**src/rtl/sim_exit_slave.sv**
```systemverilog
// Simulation exit / watchdog slave: EXIT, HEARTBEAT and CYCLES registers.
// Define SIM_EXIT_FINISH_EN to print the exit status and end the run itself.
module sim_exit_slave #(
    parameter logic [31:0] baseAddr     = 32'h70000000,
    parameter logic [31:0] WDOG_CYCLES  = 32'd1000000,
    parameter logic [31:0] TIMEOUT_CODE = 32'hDEAD0000
) (
    input  logic        clk_i,
    input  logic        rst_ni,
    input  logic [31:0] bus_addrData_i,
    input  logic [3:0]  bus_byteEnables_i,
    input  logic [7:0]  bus_burstSize_i,
    input  logic        bus_readNWrite_i,
    input  logic        bus_beginTransaction_i,
    input  logic        bus_endTransaction_i,
    input  logic        bus_dataValid_i,
    output logic [31:0] bus_addrData_o,
    output logic        bus_endTransaction_o,
    output logic        bus_dataValid_o,
    output logic        bus_busy_o,
    output logic        bus_error_o,
    output logic        done_o,
    output logic        timeout_o,
    output logic [31:0] exit_code_o,
    output logic [31:0] heartbeat_cnt_o
);

    typedef enum logic [2:0] {
        IDLE,
        WRITE,
        READ,
        RDEND,
        ERROR
    } state_e;

    localparam logic WDOG_EN = (WDOG_CYCLES != 32'd0);

    state_e      state_q, state_d;
    logic [2:0]  off_q, off_d;
    logic [7:0]  beats_q, beats_d;
    logic        rnw_q, rnw_d;
    logic        drain_q, drain_d;
    logic [31:0] rd_data_q, rd_data_d;
    logic        rd_vld_q, rd_vld_d;
    logic        rd_end_q, rd_end_d;
    logic [31:0] cyc_q, cyc_d;
    logic [31:0] wdog_q, wdog_d;
    logic [31:0] hb_q, hb_d;
    logic [31:0] code_q, code_d;
    logic        done_q, done_d;
    logic        tout_q, tout_d;

    logic        hit;
    logic [8:0]  span;
    logic        wr_beat;
    logic        exit_wr;
    logic        hb_wr;
    logic        expire;
    logic        unused_ok;

    assign unused_ok = ^{bus_byteEnables_i, bus_addrData_i[1:0]};

    assign hit  = bus_beginTransaction_i
               && (bus_addrData_i[31:4] == baseAddr[31:4]);
    assign span = {7'd0, bus_addrData_i[3:2]} + {1'b0, bus_burstSize_i};

    assign wr_beat = (state_q == WRITE) && bus_dataValid_i;
    assign exit_wr = wr_beat && (off_q == 3'd0);
    assign hb_wr   = wr_beat && (off_q == 3'd1);
    // Expiry is the decrement that would land on zero this edge.
    assign expire  = WDOG_EN && !done_q && !hb_wr && (wdog_q == 32'd1);

    always_comb begin
        state_d   = state_q;
        off_d     = off_q;
        beats_d   = beats_q;
        rnw_d     = rnw_q;
        drain_d   = drain_q;
        rd_data_d = 32'd0;
        rd_vld_d  = 1'b0;
        rd_end_d  = 1'b0;
        case (state_q)
            IDLE: begin
                if (drain_q) begin
                    if (bus_endTransaction_i) begin
                        drain_d = 1'b0;
                    end
                end else if (hit) begin
                    off_d   = {1'b0, bus_addrData_i[3:2]};
                    beats_d = bus_burstSize_i;
                    rnw_d   = bus_readNWrite_i;
                    if (span > 9'd3) begin
                        state_d = ERROR;
                    end else if (bus_readNWrite_i) begin
                        state_d = READ;
                    end else begin
                        state_d = WRITE;
                    end
                end
            end
            WRITE: begin
                if (wr_beat && (off_q < 3'd4)) begin
                    off_d = off_q + 3'd1;
                end
                if (bus_endTransaction_i) begin
                    state_d = IDLE;
                end
            end
            READ: begin
                rd_vld_d = 1'b1;
                // Registered beat: report the counter of the cycle it is seen.
                if (off_q == 3'd2) begin
                    rd_data_d = cyc_q + 32'd1;
                end
                off_d = off_q + 3'd1;
                if (beats_q == 8'd0) begin
                    state_d = RDEND;
                end else begin
                    beats_d = beats_q - 8'd1;
                end
            end
            RDEND: begin
                rd_end_d = 1'b1;
                state_d  = IDLE;
            end
            ERROR: begin
                state_d = IDLE;
                if (!rnw_q && !bus_endTransaction_i) begin
                    drain_d = 1'b1;
                end
            end
            default: state_d = IDLE;
        endcase
    end

    always_comb begin
        cyc_d  = cyc_q + 32'd1;
        hb_d   = hb_q;
        wdog_d = wdog_q;
        code_d = code_q;
        done_d = done_q;
        tout_d = tout_q;
        if (hb_wr) begin
            hb_d   = hb_q + 32'd1;
            wdog_d = WDOG_CYCLES;
        end else if (WDOG_EN && !done_q && (wdog_q != 32'd0)) begin
            wdog_d = wdog_q - 32'd1;
        end
        if (exit_wr && !done_q) begin
            done_d = 1'b1;
            code_d = bus_addrData_i;
        end else if (expire) begin
            done_d = 1'b1;
            tout_d = 1'b1;
            code_d = TIMEOUT_CODE;
        end
    end

    always_ff @(posedge clk_i or negedge rst_ni) begin
        if (!rst_ni) begin
            state_q   <= IDLE;
            off_q     <= 3'd0;
            beats_q   <= 8'd0;
            rnw_q     <= 1'b0;
            drain_q   <= 1'b0;
            rd_data_q <= 32'd0;
            rd_vld_q  <= 1'b0;
            rd_end_q  <= 1'b0;
            cyc_q     <= 32'd0;
            wdog_q    <= WDOG_CYCLES;
            hb_q      <= 32'd0;
            code_q    <= 32'd0;
            done_q    <= 1'b0;
            tout_q    <= 1'b0;
        end else begin
            state_q   <= state_d;
            off_q     <= off_d;
            beats_q   <= beats_d;
            rnw_q     <= rnw_d;
            drain_q   <= drain_d;
            rd_data_q <= rd_data_d;
            rd_vld_q  <= rd_vld_d;
            rd_end_q  <= rd_end_d;
            cyc_q     <= cyc_d;
            wdog_q    <= wdog_d;
            hb_q      <= hb_d;
            code_q    <= code_d;
            done_q    <= done_d;
            tout_q    <= tout_d;
        end
    end

    assign bus_addrData_o       = rd_data_q;
    assign bus_dataValid_o      = rd_vld_q;
    assign bus_endTransaction_o = rd_end_q;
    assign bus_error_o          = (state_q == ERROR);
    assign bus_busy_o           = 1'b0;
    assign done_o               = done_q;
    assign timeout_o            = tout_q;
    assign exit_code_o          = code_q;
    assign heartbeat_cnt_o      = hb_q;

`ifdef SIM_EXIT_FINISH_EN
    logic       done_dly_q;
    logic       fin_run_q;
    logic [4:0] fin_q;

    // Delay the finish so print/UART output can drain.
    always_ff @(posedge clk_i or negedge rst_ni) begin
        if (!rst_ni) begin
            done_dly_q <= 1'b0;
            fin_run_q  <= 1'b0;
            fin_q      <= 5'd0;
        end else begin
            done_dly_q <= done_q;
            if (done_q && !done_dly_q) begin
                $display("[%0t] EXIT code=0x%08x timeout=%0d heartbeats=%0d",
                         $time, code_q, tout_q, hb_q);
                fin_run_q <= 1'b1;
            end
            if (fin_run_q) begin
                fin_q <= fin_q + 5'd1;
                if (fin_q == 5'd15) begin
                    $finish;
                end
            end
        end
    end
`endif

endmodule

```
**config.mk**
```make
export PLATFORM = sky130hd
export DESIGN_NAME = sim_exit_slave
export DESIGN_NICKNAME = d
export VERILOG_FILES = /design/src/rtl/sim_exit_slave.sv
export SDC_FILE = /design/constraint.sdc
export NUM_CORES = 1
export LEC_CHECK = 0
export ABC_AREA = 1
export BUFFER_PORTS_ARGS = -buffer_cell sky130_fd_sc_hd__buf_2
export CAP_MARGIN = 20
export CORE_ASPECT_RATIO = 1.25
export CORE_MARGIN = 2
export CORE_UTILIZATION = 52
export DETAILED_ROUTE_END_ITERATION = 10
export GPL_ROUTABILITY_DRIVEN = 0
export GPL_TIMING_DRIVEN = 0
export PLACE_DENSITY = 0.74
export SLEW_MARGIN = 40
export SYNTH_ARGS = -nofsm -noshare
export SYNTH_HDL_FRONTEND = slang
export SYNTH_SLANG_ARGS = --single-unit
```
**constraint.sdc**
```tcl
create_clock -name clk_i -period 1.75 [get_ports clk_i]
set_input_delay 0.0875 -clock clk_i [delete_from_list [all_inputs] [get_ports clk_i]]
set_output_delay 0.0875 -clock clk_i [all_outputs]
set_load 0.1 [all_outputs]
```
Word-level counts from Yosys, hierarchy flattened

Cells that the tools add are included.

$add $sub $neg: 6
Multipliers: 0
Divide/modulo/power cells: 0
Magnitude comparators: 2
Equal/unequal tests: 15
Shift operators: 0
Muxes and demuxes: 29
Bitwise logic cells: 2
Reductions and logical operators: 29

Operators by type and width:

| kind                                                   | number |
|---|---|
| 2-to-1 mux 32 bit                                      | 6 |
| adder 32 x 1 -> 32 bit (second input constant)         | 2 |
| equality test 32 x 1 -> 1 bit (second input constant)  | 1 |
| nonzero test 32 bit                                    | 1 |
| subtractor 32 x 1 -> 32 bit (second input constant)    | 1 |
| equality test 28 x 27 -> 1 bit (second input constant) | 1 |
| 2-to-1 mux 3 bit                                       | 8 |
| 2-to-1 mux 8 bit                                       | 3 |
| case mux 3 bit (3 select lines)                        | 2 |
| case mux 8 bit (2 select lines)                        | 1 |
| AND reduction 4 bit                                    | 3 |
| logical AND 1 bit                                      | 10 |
| inequality test 2 bit (second input constant)          | 5 |
| adder 2 x 8 -> 9 bit                                   | 1 |
| equality test 3 x 2 -> 1 bit (second input constant)   | 3 |
| > comparator 9 x 2 -> 1 bit (second input constant)    | 1 |
| logical NOT 8 bit                                      | 1 |
| nonzero test 2 bit                                     | 4 |
| subtractor 8 x 1 -> 8 bit (second input constant)      | 1 |
| 2-to-1 mux 1 bit                                       | 7 |
| equality test 3 x 1 -> 1 bit (second input constant)   | 2 |
| logical NOT 3 bit                                      | 2 |
| logical NOT 1 bit                                      | 4 |
| inequality test 2 x 1 -> 1 bit (second input constant) | 2 |
| 9 further kinds                                        | 11 |

Flip-flop bits (word level): 180
Bits in latches: 0
Memory bits (writable): 0
ROM bits: 0
Memories: 0

Depth between registers and ports, before layout

Word-level depth: 8
Mapped depth: 11
Mapped depth without buffers: 11

Least setup slack after synthesis

OpenSTA, ideal clock, no wires.

Path type: register to register
Start point: reg state_q[1]
End point: reg drain_q
Setup time: 0.077 ns
Arrival: 2.933 ns
Required time: 1.673 ns
Slack: -1.260 ns
Cell stages (with the launch flop): 3
Path buffers: 0
Cell sequence: dfrtp_1 nor3_1 a22o_1

Word-level cells in the longest chain between the ends: 3
Elaborated cells between the ends (all ways): 6

Ends and longest elaborated chain:

| item                                                                                  | RTL line | RTL |
|---|---|---|
| from (decl)                                                                           | 38       | `state_e state_q, state_d;` |
| from (signal assigned)                                                                | 176      | `state_q <= state_d;` |
| equality test 3 bit (*)                                                               | -        |  |
| via bus_error_o                                                                       | 21       | `output logic bus_error_o,` |
| inequality test 2 x 1 -> 1 bit (no line) / nonzero test 2 bit (equally long branches) | -        |  |
| AND reduction 2 bit (no line)                                                         | -        |  |
| to (signal assigned)                                                                  | 180      | `drain_q <= drain_d;` |
| to (decl)                                                                             | 42       | `logic drain_q, drain_d;` |

The timed path passes the listed nets; every way through them passes the cells marked *.
A chain may end at the register's enable or synchronous reset.

Final worst setup path

Start point: reg wdog_q[9]
End point: reg wdog_q[7]

Word-level cells in the longest chain between the ends: 3

Ends and longest elaborated chain:

| item                         | RTL line | RTL |
|---|---|---|
| from (decl)                  | 47       | `logic [31:0] wdog_q, wdog_d;` |
| from (signal assigned)       | 185      | `wdog_q <= wdog_d;` |
| nonzero test 32 bit          | 146      | `end else if (WDOG_EN && !done_q && (wdog_q != 32'd0)) begin` |
| logical AND 1 bit            | 146      |  |
| nonzero test 2 bit (no line) | -        |  |

No other way between the ends.

==> metrics.md <==
| Metric | Value |
|---|---|
| Sequential fraction of the synthesis area | `0.4771` |
| Post-synthesis cell type count | `37` |
| Number of buffers inserted by port buffering | `146` |
| Fraction of power consumed by sequential logic | `0.392` |
| Residual antenna-violating net count after detailed routing | `0` |
| Final worst-path cycle share | `1.013` |
| FMAX | `0.5640 GHz` |
| Pin slew with the least headroom to its limit | `526.4 ps` |
| Critical-path maximum fanout | `6` |
| Synthesis-to-layout area growth | `30.45%` |
| Total congestion overflow after global routing | `0` |
| Inserted Diodes | `0` |
| Vias per std cell | `5.170` |
| Filler instances | `1382` |
| Wirelength, routed | `25450 µm` |
| Root Buffer Master | `sky130_fd_sc_hd__clkbuf_16` |
| Initial detailed-routing violation count | `723` |
| Critical path arrival | `2100 ps` |
| Vert. Die Dim | `154.8 µm` |
| Die area | `19290 µm²` |
| Cell area after synthesis | `9459 µm²` |
| Top-level port count | `152` |
| Final cell count without fillers | `1742` |
| Footprint of the flip-flops and latches | `4597 µm²` |
| Relative contribution of combinational cells to total power | `0.304` |
| Fraction of power spent switching nets | `0.3912` |
| DPL Wire Length | `17150 µm` |
| Maximum number of pins on one net before global-route repair | `79` |
| Post-place setup slack | `-268.2 ps` |
| Required time of the worst setup path | `2070 ps` |
| Largest clock skew in the final design | `10.64 ps` |
| Status | `finished with violations` |
| Multi-input gate area | `4634 µm²` |
| Min-delay src | `bus_burstSize_i[1]` |
| Via count of the first global-routing pass | `8650` |
| H-tree depth | `4` |
| Wire length on met1 | `10540 µm` |
| Critical path endpoint category | `flop` |
| Initial antenna violation count | `0` |
| Max-slew violation count | `0` |
| Number of standard-cell rows in the floorplan | `55` |
| Overall routing resource usage | `0.2577` |
| Share of cells above drive strength 1 | `0.2569` |
| CP startpoint | `wdog_q[9]` |
| Register clock-pin slew on the reported worst setup and hold paths | `80 ps` |
| Startpoint-to-endpoint class of the critical path | `flop to flop` |
| Violated checks | `negative setup slack` |
| Pwr Density | `1033 nW/µm²` |
| Remaining max-slew budget at the tightest pin | `0.6515` |
| Unrepaired setup endpoints after global routing | `yes` |
| Path type of the worst min-delay path | `input pin to flop` |
| Average detailed-routed wire length per instance | `14.61 µm` |
| Reported max-cap violation count | `0` |
| # DRC | `0` |
| Internal portion of total power | `7759 µW` |
| Inserted Clock Buffers | `17` |
| Total design power | `12740 µW` |
| Top flip-flop cell by instance count after synthesis | `sky130_fd_sc_hd__dfrtp_1` |
| Top layer reached by signal wires | `met4` |
| Number of flip-flops and latches in the synthesized netlist | `180` |
| CTS tree | `built` |
| Share of flip-flops with an asynchronous set or reset | `1.000` |
| Net count of the mapped netlist | `1325` |
| Clock insertion delay at the later pin of the skew report | `440 ps` |
| Core area | `17960 µm²` |
| Static Leak | `0.006537 µW` |
| Met2 wire length | `12860 µm` |
| Count of mapped cells out of synthesis | `1262` |
| Initial Util | `0.5266` |
| Number of enable-type register cells in the synthesized netlist | `0` |
| Final Hold Fails | `0` |
| Clock power share | `0.304` |
| Total iterations of the first detailed-routing run | `5` |
| Maximum count of clock buffers along a single path | `2` |
| Switching power | `4985 µW` |
| Startpoint class of the critical path | `flop` |
| Mapped Avg Cell Area | `7.495 µm²` |
| Number of vias after detailed routing | `9006` |
| Count of nets after finishing | `1564` |
| Number of placed instances with taps included | `1638` |
| Worst R2R Start | `wdog_q[9]` |
| Chip width | `124.6 µm` |
| Min Clock Period, post-route | `1773 ps` |
| IR Drop Worst-Case VDD | `856.3 µV` |
| Total clock sinks | `180` |
| Hold Worst Slack | `32.12 ps` |
| Wire length of the first global-routing pass | `40570 µm` |
| Fin worst setup slack | `-22.92 ps` |
| Warnings, synthesis | `0` |
| WL met3 | `1263 µm` |
| Final count of negative-setup-slack endpoints | `3` |
==> logic make-up after synthesis <==
logic type	after synthesis	synth area share
XOR/XNOR	50	0.04630
buffers and inverters	170	0.07473
AO/OA/AOI/OAI	52	0.03135
flip-flops	180	0.4771
adder cells (fa/ha/maj)	13	0.01799
AND/OR/NAND/NOR	796	0.3521
other	1	0.0003964
==> layout by cell type, fill, tap and decap left out, drive strengths merged <==
master,count
nand3,66
dfstp,7
nand4,35
or2,2
clkbuf,24
a22o,1
inv,153
xor2,45
conb,1
xnor2,5
nor2b,3
nor2,231
o21bai,4
nand3b,11
fa,1
buf,198
clkinv,8
dfrtp,173
dlygate4sd3,38
o21ai,41
and2,1
clkinvlp,1
nor3b,1
nand2,419
nor3,27
ha,12
a21oi,6
==> cells in the mapped netlist (all sizes together) (2+ instances only) <==
cell | number | area, µm²
ha | 12 | 150.1
or2 | 2 | 12.51
nand3 | 66 | 335.3
nand4 | 35 | 219.0
nor2 | 231 | 913.4
buf | 19 | 137.6
nor2b | 3 | 18.77
xnor2 | 5 | 43.79
o21ai | 41 | 216.5
a21oi | 6 | 41.29
o21bai | 4 | 30.03
clkbuf | 4 | 15.01
xor2 | 45 | 394.1
nor3 | 27 | 157.7
dfrtp | 173 | 4329
nand2 | 419 | 1578
dfstp | 7 | 183.9
inv | 147 | 554.3
nand3b | 11 | 82.58
==> area by class of cell <==
cell class / count / share of cell area
clock buffer: 17 / 0.03448
buffer: 23 / 0.01491
multi-input combinational: 912 / 0.3756
clock inverter: 15 / 0.01440
timing repair buffer: 220 / 0.1194
tap: 228 / 0.02312
inverter: 147 / 0.04553
sequential: 180 / 0.3725
==> per-stage QoR <==
stage | util | cell area (µm²) | TNS, ps
floorplan | - | 9553 | 0
global placement | 0.5884 | 10570 | -429460
detailed placement | 0.5921 | 10630 | -11160
CTS | 0.6530 | 11730 | -0.8500
global route | 0.6870 | 12340 | -2677
finish | 0.6870 | 12340 | -26.27
==> path summary, 6_finish.rpt <==
kind                                       endpoint  slack [ps]  cells after the start
worst max-delay path                      wdog_q[7]         -20                     10
worst min-delay path                     beats_q[1]          30                      5
worst max register to register            wdog_q[7]         -20                     10
worst min register to register       exit_code_o[8]         470                      2
max in group asynchronous                 wdog_q[6]         980                      3
min in group asynchronous       heartbeat_cnt_o[16]          90                      2
==> power groups by stage <==
stage / logic, µW / registers, µW / clock network (µW)
floorplan: 1810 / 5610 / 0
global placement: 3140 / 4990 / 0
detailed placement: 3230 / 5000 / 0
CTS: 3430 / 4930 / 3940
global route: 4250 / 5030 / 4120
finish: 3880 / 4990 / 3870
==> worst max-delay path, cell delays in order, from the launching register on <==
cell and delay, ps:
sky130_fd_sc_hd__dfstp_2 590, sky130_fd_sc_hd__nor2_2 70, sky130_fd_sc_hd__nand2_2 100, sky130_fd_sc_hd__nor2_4 60
sky130_fd_sc_hd__nand2_2 80, sky130_fd_sc_hd__nor2_4 60, sky130_fd_sc_hd__o21ai_4 230, sky130_fd_sc_hd__clkinv_4 150
sky130_fd_sc_hd__clkbuf_16 190, sky130_fd_sc_hd__nand2_4 50, sky130_fd_sc_hd__nand2_1 60
==> state kept, by name, indices dropped and copies added, names as in the netlist <==
signal / flops
bus_dataValid_o: 1
state_q: 3
cyc_q: 32
wdog_q: 32
rnw_q: 1
off_q: 3
exit_code_o: 32
bus_addrData_o: 32
timeout_o: 1
done_o: 1
bus_endTransaction_o: 1
drain_q: 1
beats_q: 8
heartbeat_cnt_o: 32
==> metal layers <==
metal / GRT usage / vias to the layer above
met5: 0 / -
met4: 0.1124 / 0
met3: 0.04843 / 72
met2: 0.4392 / 313
met1: 0.3215 / 4232
li1: - / 4389
==> timing repair <==
action                                  in CTS  in global routing
hold endpoints to repair                   212                  0
gates resized for setup                     28                117
hold buffers                                38                  0
endpoints found under the setup margin     119                112
gates cloned                                 0                  3
pin swaps                                    5                 19
setup buffers                                4                 27
Note: power is estimated with default switching activity, not from simulation.
